<file path="src/rtl/nextbtn_debounce.sv">
// Pushbutton conditioner: 2-flop synchronizer, stable-interval debounce FSM, press pulse.
// Optional hold-to-repeat pulses are built when AUTO_REPEAT_EN is defined.
module nextbtn_debounce #(
   parameter int DEBOUNCE_CYCLES = 1_000_000,
   parameter int REPEAT_DELAY    = 50_000_000,
   parameter int REPEAT_PERIOD   = 20_000_000
) (
   input  logic clk,
   input  logic rst_n,
   input  logic btn_in,
   output logic btn_pulse,
   output logic btn_db
);

   localparam int CTR_W = $clog2(DEBOUNCE_CYCLES + 1);
   localparam logic [CTR_W-1:0] CTR_LAST = CTR_W'(DEBOUNCE_CYCLES - 1);

   if (DEBOUNCE_CYCLES < 1 || REPEAT_DELAY < 1 || REPEAT_PERIOD < 1) begin : g_param_check
      $error("nextbtn_debounce: cycle-count parameters must be >= 1");
   end

   typedef enum logic [1:0] {
      IDLE,
      PRESS_WAIT,
      PRESSED,
      RELEASE_WAIT
   } state_t;

   logic             s1_q;
   logic             s2_q;
   state_t           state_q;
   logic [CTR_W-1:0] ctr_q;
   logic             pulse_q;
   logic             db_q;

`ifdef AUTO_REPEAT_EN
   localparam int REP_MAX = (REPEAT_DELAY > REPEAT_PERIOD) ? REPEAT_DELAY : REPEAT_PERIOD;
   localparam int REP_W   = (REP_MAX > 1) ? $clog2(REP_MAX) : 1;
   localparam logic [REP_W-1:0] REP_DELAY_LAST  = REP_W'(REPEAT_DELAY - 1);
   localparam logic [REP_W-1:0] REP_PERIOD_LAST = REP_W'(REPEAT_PERIOD - 1);

   logic [REP_W-1:0] rep_q;
   logic             rep_first_q;
`endif

   always_ff @(posedge clk) begin
      if (!rst_n) begin
         s1_q    <= 1'b0;
         s2_q    <= 1'b0;
         state_q <= IDLE;
         ctr_q   <= '0;
         pulse_q <= 1'b0;
         db_q    <= 1'b0;
`ifdef AUTO_REPEAT_EN
         rep_q       <= '0;
         rep_first_q <= 1'b1;
`endif
      end else begin
         s1_q    <= btn_in;
         s2_q    <= s1_q;
         pulse_q <= 1'b0;

         case (state_q)
            IDLE: begin
               ctr_q <= '0;
               if (s2_q) state_q <= PRESS_WAIT;
            end
            PRESS_WAIT: begin
               if (!s2_q) begin
                  state_q <= IDLE;
                  ctr_q   <= '0;
               end else if (ctr_q == CTR_LAST) begin
                  state_q <= PRESSED;
                  ctr_q   <= '0;
                  pulse_q <= 1'b1;
                  db_q    <= 1'b1;
               end else begin
                  ctr_q <= ctr_q + 1'b1;
               end
            end
            PRESSED: begin
               ctr_q <= '0;
               if (!s2_q) state_q <= RELEASE_WAIT;
            end
            RELEASE_WAIT: begin
               // A short low excursion returns to PRESSED silently; only a full interval releases.
               if (s2_q) begin
                  state_q <= PRESSED;
                  ctr_q   <= '0;
               end else if (ctr_q == CTR_LAST) begin
                  state_q <= IDLE;
                  ctr_q   <= '0;
                  db_q    <= 1'b0;
               end else begin
                  ctr_q <= ctr_q + 1'b1;
               end
            end
            default: begin
               state_q <= IDLE;
               ctr_q   <= '0;
               db_q    <= 1'b0;
            end
         endcase

`ifdef AUTO_REPEAT_EN
         // Press pulse happens only on PRESS_WAIT exit, so it never collides with a repeat pulse.
         case (state_q)
            PRESSED: begin
               if (rep_q == (rep_first_q ? REP_DELAY_LAST : REP_PERIOD_LAST)) begin
                  pulse_q     <= 1'b1;
                  rep_q       <= '0;
                  rep_first_q <= 1'b0;
               end else begin
                  rep_q <= rep_q + 1'b1;
               end
            end
            RELEASE_WAIT: begin
               rep_q       <= rep_q;
               rep_first_q <= rep_first_q;
            end
            default: begin
               rep_q       <= '0;
               rep_first_q <= 1'b1;
            end
         endcase
`endif
      end
   end

   assign btn_pulse = pulse_q;
   assign btn_db    = db_q;

endmodule
</file>
<file path="config.mk">
export PLATFORM = sky130hd
export DESIGN_NAME = nextbtn_debounce
export DESIGN_NICKNAME = d
export VERILOG_FILES = /design/src/rtl/nextbtn_debounce.sv
export SDC_FILE = /design/constraint.sdc
export NUM_CORES = 1
export LEC_CHECK = 0
export BUFFER_PORTS_ARGS = -buffer_cell sky130_fd_sc_hd__buf_2
export CAP_MARGIN = 20
export CORE_ASPECT_RATIO = 0.8
export CORE_MARGIN = 2
export CORE_UTILIZATION = 45
export DETAILED_ROUTE_END_ITERATION = 10
export MAX_ROUTING_LAYER = met4
export PLACE_DENSITY_LB_ADDON = 0.3
export SETUP_SLACK_MARGIN = 0.1
export SLEW_MARGIN = 20
export SYNTH_ARGS = -nofsm -noshare
export SYNTH_HDL_FRONTEND = slang
export SYNTH_SLANG_ARGS = --single-unit
</file>
<file path="constraint.sdc">
create_clock -name clk -period 4.3 [get_ports clk]
set_input_delay 0.215 -clock clk [delete_from_list [all_inputs] [get_ports clk]]
set_output_delay 0.215 -clock clk [all_outputs]
set_load 0.05 [all_outputs]
</file>
# [Yosys cells after proc, flatten, opt, wreduce, memory -nomap -nowiden]
# Cells that the tools add are included.
[totals] regBits=26 inputBits=3 out_inout_bits=2
[classes] n_addsub=1 n_eq_ne=12 n_mux=17 n_reduce_logical=6
[op_table] cell="$mux 20" count=3
[op_table] cell="$pmux 20 s3" count=1
[op_table] cell="$add 20x1->20 const B" count=1
[op_table] cell="$eq 20x20->1 const B" count=1
[op_table] cell="$mux 2" count=6
[op_table] cell="$ne 2x2->1 const B" count=6
[op_table] cell="$pmux 2 s4" count=1
[op_table] cell="$ne 3x3->1 const B" count=2
[op_table] cell="$mux 1" count=5
[op_table] cell="$reduce_and 5->1" count=1
[op_table] cell="$eq 2x2->1 const B" count=2
[op_table] cell="$reduce_and 4->1" count=1
[op_table] cell="$reduce_and 3->1" count=1
[op_table] cell="$eq 2x1->1 const B" count=1
[op_table] cell="$logic_not 2->1" count=1
[op_table] cell="$pmux 1 s2" count=1
[op_table] cell="$reduce_bool 2->1" count=1
[op_table] cell="$reduce_or 2->1" count=1

# [Longest topological paths before layout]
[logic_depth] depth_word=4 depth_mapped=6

# [Worst setup path before layout]
# Ideal clock, no wire load.
[synth_path] path_type="register to register" from="register ctr_q[2]" to="register ctr_q[19]" setup_time_ns=0.071 arrival_time_ns=1.829 required_ns=4.229 setup_slack_ns=2.400 path_stages_with_launch=6 n_path_buf=1 path_cell_list="dfxtp_1 -> nand4_4 -> or4_1 -> buf_2 -> or4_1 -> a21oi_1"
[synth_between] elab_chain_len=4
[synth_rtl] item="start, declared" line_no="32" text="logic [CTR_W-1:0] ctr_q;"
[synth_rtl] item="start signal, assigned" line_no="78" text="ctr_q <= ctr_q + 1'b1;"
[synth_rtl] item="start signal, assigned" line_no="95" text="ctr_q <= ctr_q + 1'b1;"
[synth_rtl] item="$add 20x1->20 / $eq 20x20->1 (equally long branches)"
[synth_rtl] item="$mux 20 (*)" line_no="72, 90"
[synth_rtl] item="$mux 20 (on tied branches)" line_no="87, 69"
[synth_rtl] item="$pmux 20 s3 (*)" line_no="63" text="case (state_q)"
# Mark *: on every way between the ends. The rest lies on a longest branch, timed or not.
# A chain may end at the register's enable or synchronous reset.

# [Final worst setup path]
# Ends and elaborated chain as after synthesis.

==> results by stage <==
Status:
- The flow ran to the end, and the final reports show no timing, DRC or antenna violations.

Placed design:
- The placer's final routability congestion estimate is between 0.7 and 0.8.
- Summed over all nets, the half-perimeter wirelength after detailed placement is 1.48 mm.
- Port buffering added 4 buffers.
- OpenSTA, run right after detailed placement, puts the worst setup slack at 2.27 ns.
- In this run, placement finished with an instance count of 167.
- After detailed placement, the total cell area comes to 0.00119 mm2.

CTS:
- The H-tree depth reported by CTS is 1.
- In this run the post-CTS setup repair buffer count came out at 0.
- The clock edge transition at the registers on the reported setup and hold paths is about 0.13 ns.
- TritonCTS built the clock tree.
- The clock latency at the later pin of the worst-skew pair is 0.31 ns.
- The number of buffers between clock root and the deepest sink is 2.
- For this design, the CTS-stage hold fixing added 0 buffers.
- The cell sitting at the root of the clock tree is a clkbuf_4.
- The count of cells resized by post-cts repair is 0.
- The number of clock buffers added by TritonCTS is 3.
- Counting every sink on the clock net gives 26.

Die:
- Measured along the y axis, the die boundary spans 49.0 um.
- After floorplanning, the core was sized to cover 0.00242 mm2.
- The initialized floorplan defines 16 standard-cell rows.
- The count of pins on the block boundary is 5.
- The die covers about 0.0030 mm2.
- The starting density of the core is 47.0%.
- The width of the die is 60.2 um.

Yosys:
- In the synthesized netlist the dominant register cell turns out to be dfxtp_1.
- Dividing the synthesized area by the synthesized cell count gives 8.69 um2.
- The post-synthesis net count is 135.
- The number of warnings printed during yosys synthesis is 0.
- The fraction of registers with async set or reset after synthesis is 0%.
- After synthesis, flip-flops and latches occupy 45.7% of the total area.
- The cell count after synthesis is 131.
- The combined area of all synthesized cells is 0.00114 mm2.
- Yosys mapped a number of flops with a built-in enable equal to 0.
- The synthesis-stage register bit count is 26.
- Synthesis instantiated 26 different standard cells from the library.

Setup path:
- Data on the critical path is required at its endpoint by about 4.6 ns.
- The worst setup path is launched from a flop.
- The sort of element at the end of the critical path is a flop.
- The critical path start-end classification is reg -> reg.
- The highest fanout seen on the critical path is 8.
- The number of cells on the worst reg-to-reg path is 4.
- STA puts the critical path data arrival time at 2.33 ns.

Timing:
- Timing would allow up to 481 MHz.
- The final max-slew violation count came to 0.
- The total negative setup slack is 0 ns.
- Across all hold checks on the routed design, the worst slack comes to 0.0920 ns.
- Setup repair after global routing left no endpoint under its margin.
- The final setup violation count is 0.
- The final hold violation count was 0.
- Of the available clock period, the critical path in the final layout requires 48.3%.
- For the finished layout, the period the worst path requires is 2.08 ns.
- The final worst clock skew is 0.00414 ns.
- In the post-route analysis, the smallest setup slack over all paths is around 2.2 ns.
- At the pin with the least slew margin, the transition time is 0.415 ns.
- The max-slew headroom at the worst pin is 72.3%.

GRT:
- The initial antenna violation count is 0.
- The global route total overflow is 0.
- The number of global-route vias before repair is 852.
- The maximum number of pins on one net before global-route repair is 21.
- The total track usage is between 10% and 20%.
- The first global-routing pass estimated 3.62 mm of wire.

Hold path:
- The type of the most critical hold path is in -> reg.
- Along the worst hold path, the cell count comes to 2.

Power:
- Summing internal, switching and leakage power gives around 0.34 mW.
- The analysis attributes to cell leakage a power of between 0.3 and 0.4 nW.
- The peak ir drop on the vdd network is 217 uV.
- In this run the power density over the cells is 285 mW/mm2.

Route:
- In the routed layout, each cell is associated on average with a via count of 5.43.
- The post-route antenna net violation count is 0.
- After the first detailed-routing iteration, the DRC count stood at between 40 and 50.
- The number of detailed-routing iterations run before antenna repair is 5.
- The total routed wirelength is roughly 2 mm.
- The per-cell routed wire length is 11.9 um.
- Across all layers, the routed design uses 923 vias.
- The total DRC errors in the routed layout is 0.

Layout:
- The total of fill cells in the finished design is 228.
- Compared with the post-synthesis result, the final layout area differs by 6.26%.
- The count of placed standard cells in the final layout, fillers left out is 170.
- The final non-filler cell area is between 0.001 and 0.0015 mm2.
- The repair_antennas step left the layout with diodes totalling 0.
- The fraction of layout cells with a size suffix above 1 is 7.46%.
- At the end of the flow, the number of nets in the layout was 140.
- At the end of the flow the core is filled with cells to 49.9%.

Run:
- The number of max-cap violations is 0.
[layout make-up]
cell class | count | area [um2] | area share [%]
Inverter | 4 | 15.0 | 1.24
Sequential cell | 26 | 520 | 43.0
Clock buffer | 3 | 22.5 | 1.86
Tap cell | 36 | 45.0 | 3.72
Multi-Input combinational cell | 97 | 587 | 48.5
Timing Repair Buffer | 4 | 20.0 | 1.65
[path summary, 6_finish.rpt]
path | endpoint | start | slack [ns]
setup / recovery | ctr_q[19] | ctr_q[2] | 2.22
hold / removal | s1_q | btn_in | 0.09
setup reg to reg | ctr_q[19] | ctr_q[2] | 2.22
hold reg to reg | s2_q | s1_q | 0.45
[critical path, cell delays in order (launching register included)]
cell     delay [ns]
dfxtp_1        0.49
nand4_4        0.18
or4_1          0.68
or4_1          0.51
a21oi_1        0.15
[logic make-up (layout without fill, tap and decap cells)]
kind of cell	after synthesis	in the layout	synth area share, %
compound gates	17	17	9.01
xor+xnor	13	13	10.0
fa+ha+maj	1	1	1.10
buf+inv	8	11	2.75
flops	26	26	45.7
simple gates	66	66	31.4
[Yosys cell counts, types with 3 or more instances]
master    number  share of area, %
xor2_1         6               4.6
or4_1          4               2.6
dfxtp_1       26                46
nand2_1        9               3.0
nor4_1         3               1.6
nor2_1        18               5.9
and2_1         3               1.6
xnor2_1        7               5.4
o21ai_0        5               2.2
clkbuf_1       3              0.99
or3_1          5               2.7
a21oi_1        6               2.6
nand3_1        8               3.5
and3_1         4               2.2
inv_1          4               1.3
nand4_1        6               3.3
[report_power, final]
part	internal, mW	leakage, nW	switching [mW]
sequential	0.242	0.210	0.000859
combinational	0.00159	0.162	0.00178
clock	0.0328	0.0138	0.0660
total	0.276	0.386	0.0686
[routing by layer]
layer | routed length (um) | global-route usage [%] | part of all wire [%]
met1 | 985 | 20.6 | 49
met3 | 52 | 4.77 | 2.6
met5 | 0 | - | 0
met2 | 980 | 25.9 | 48
met4 | 9 | 2.22 | 0.44
[placed cells by master (no fill, tap or decap), drive strengths merged]
cell type and instances:
xor2 6, and4 2, nor4 3, nor3 2, o31ai 1, or4 4, dfxtp 26, o21ai 5
nand2 9, a31o 2, and3 4, nand4 7, nor2 18, or3 5, ha 1, clkbuf 3
xnor2 7, a21oi 6, a21boi 1, nor2b 1, buf 4, inv 4, o211ai 2, and2 3
nand3 8
[sequential cells by signal, indices dropped and copies added, names as in the netlist, named ones only]
| register | flops |
|---|---|
| state_q | 1 |
| btn_db | 1 |
| ctr_q | 20 |
| s2_q | 1 |
| s1_q | 1 |
| btn_pulse | 1 |
No activity file was read; power rests on OpenSTA's default activity.
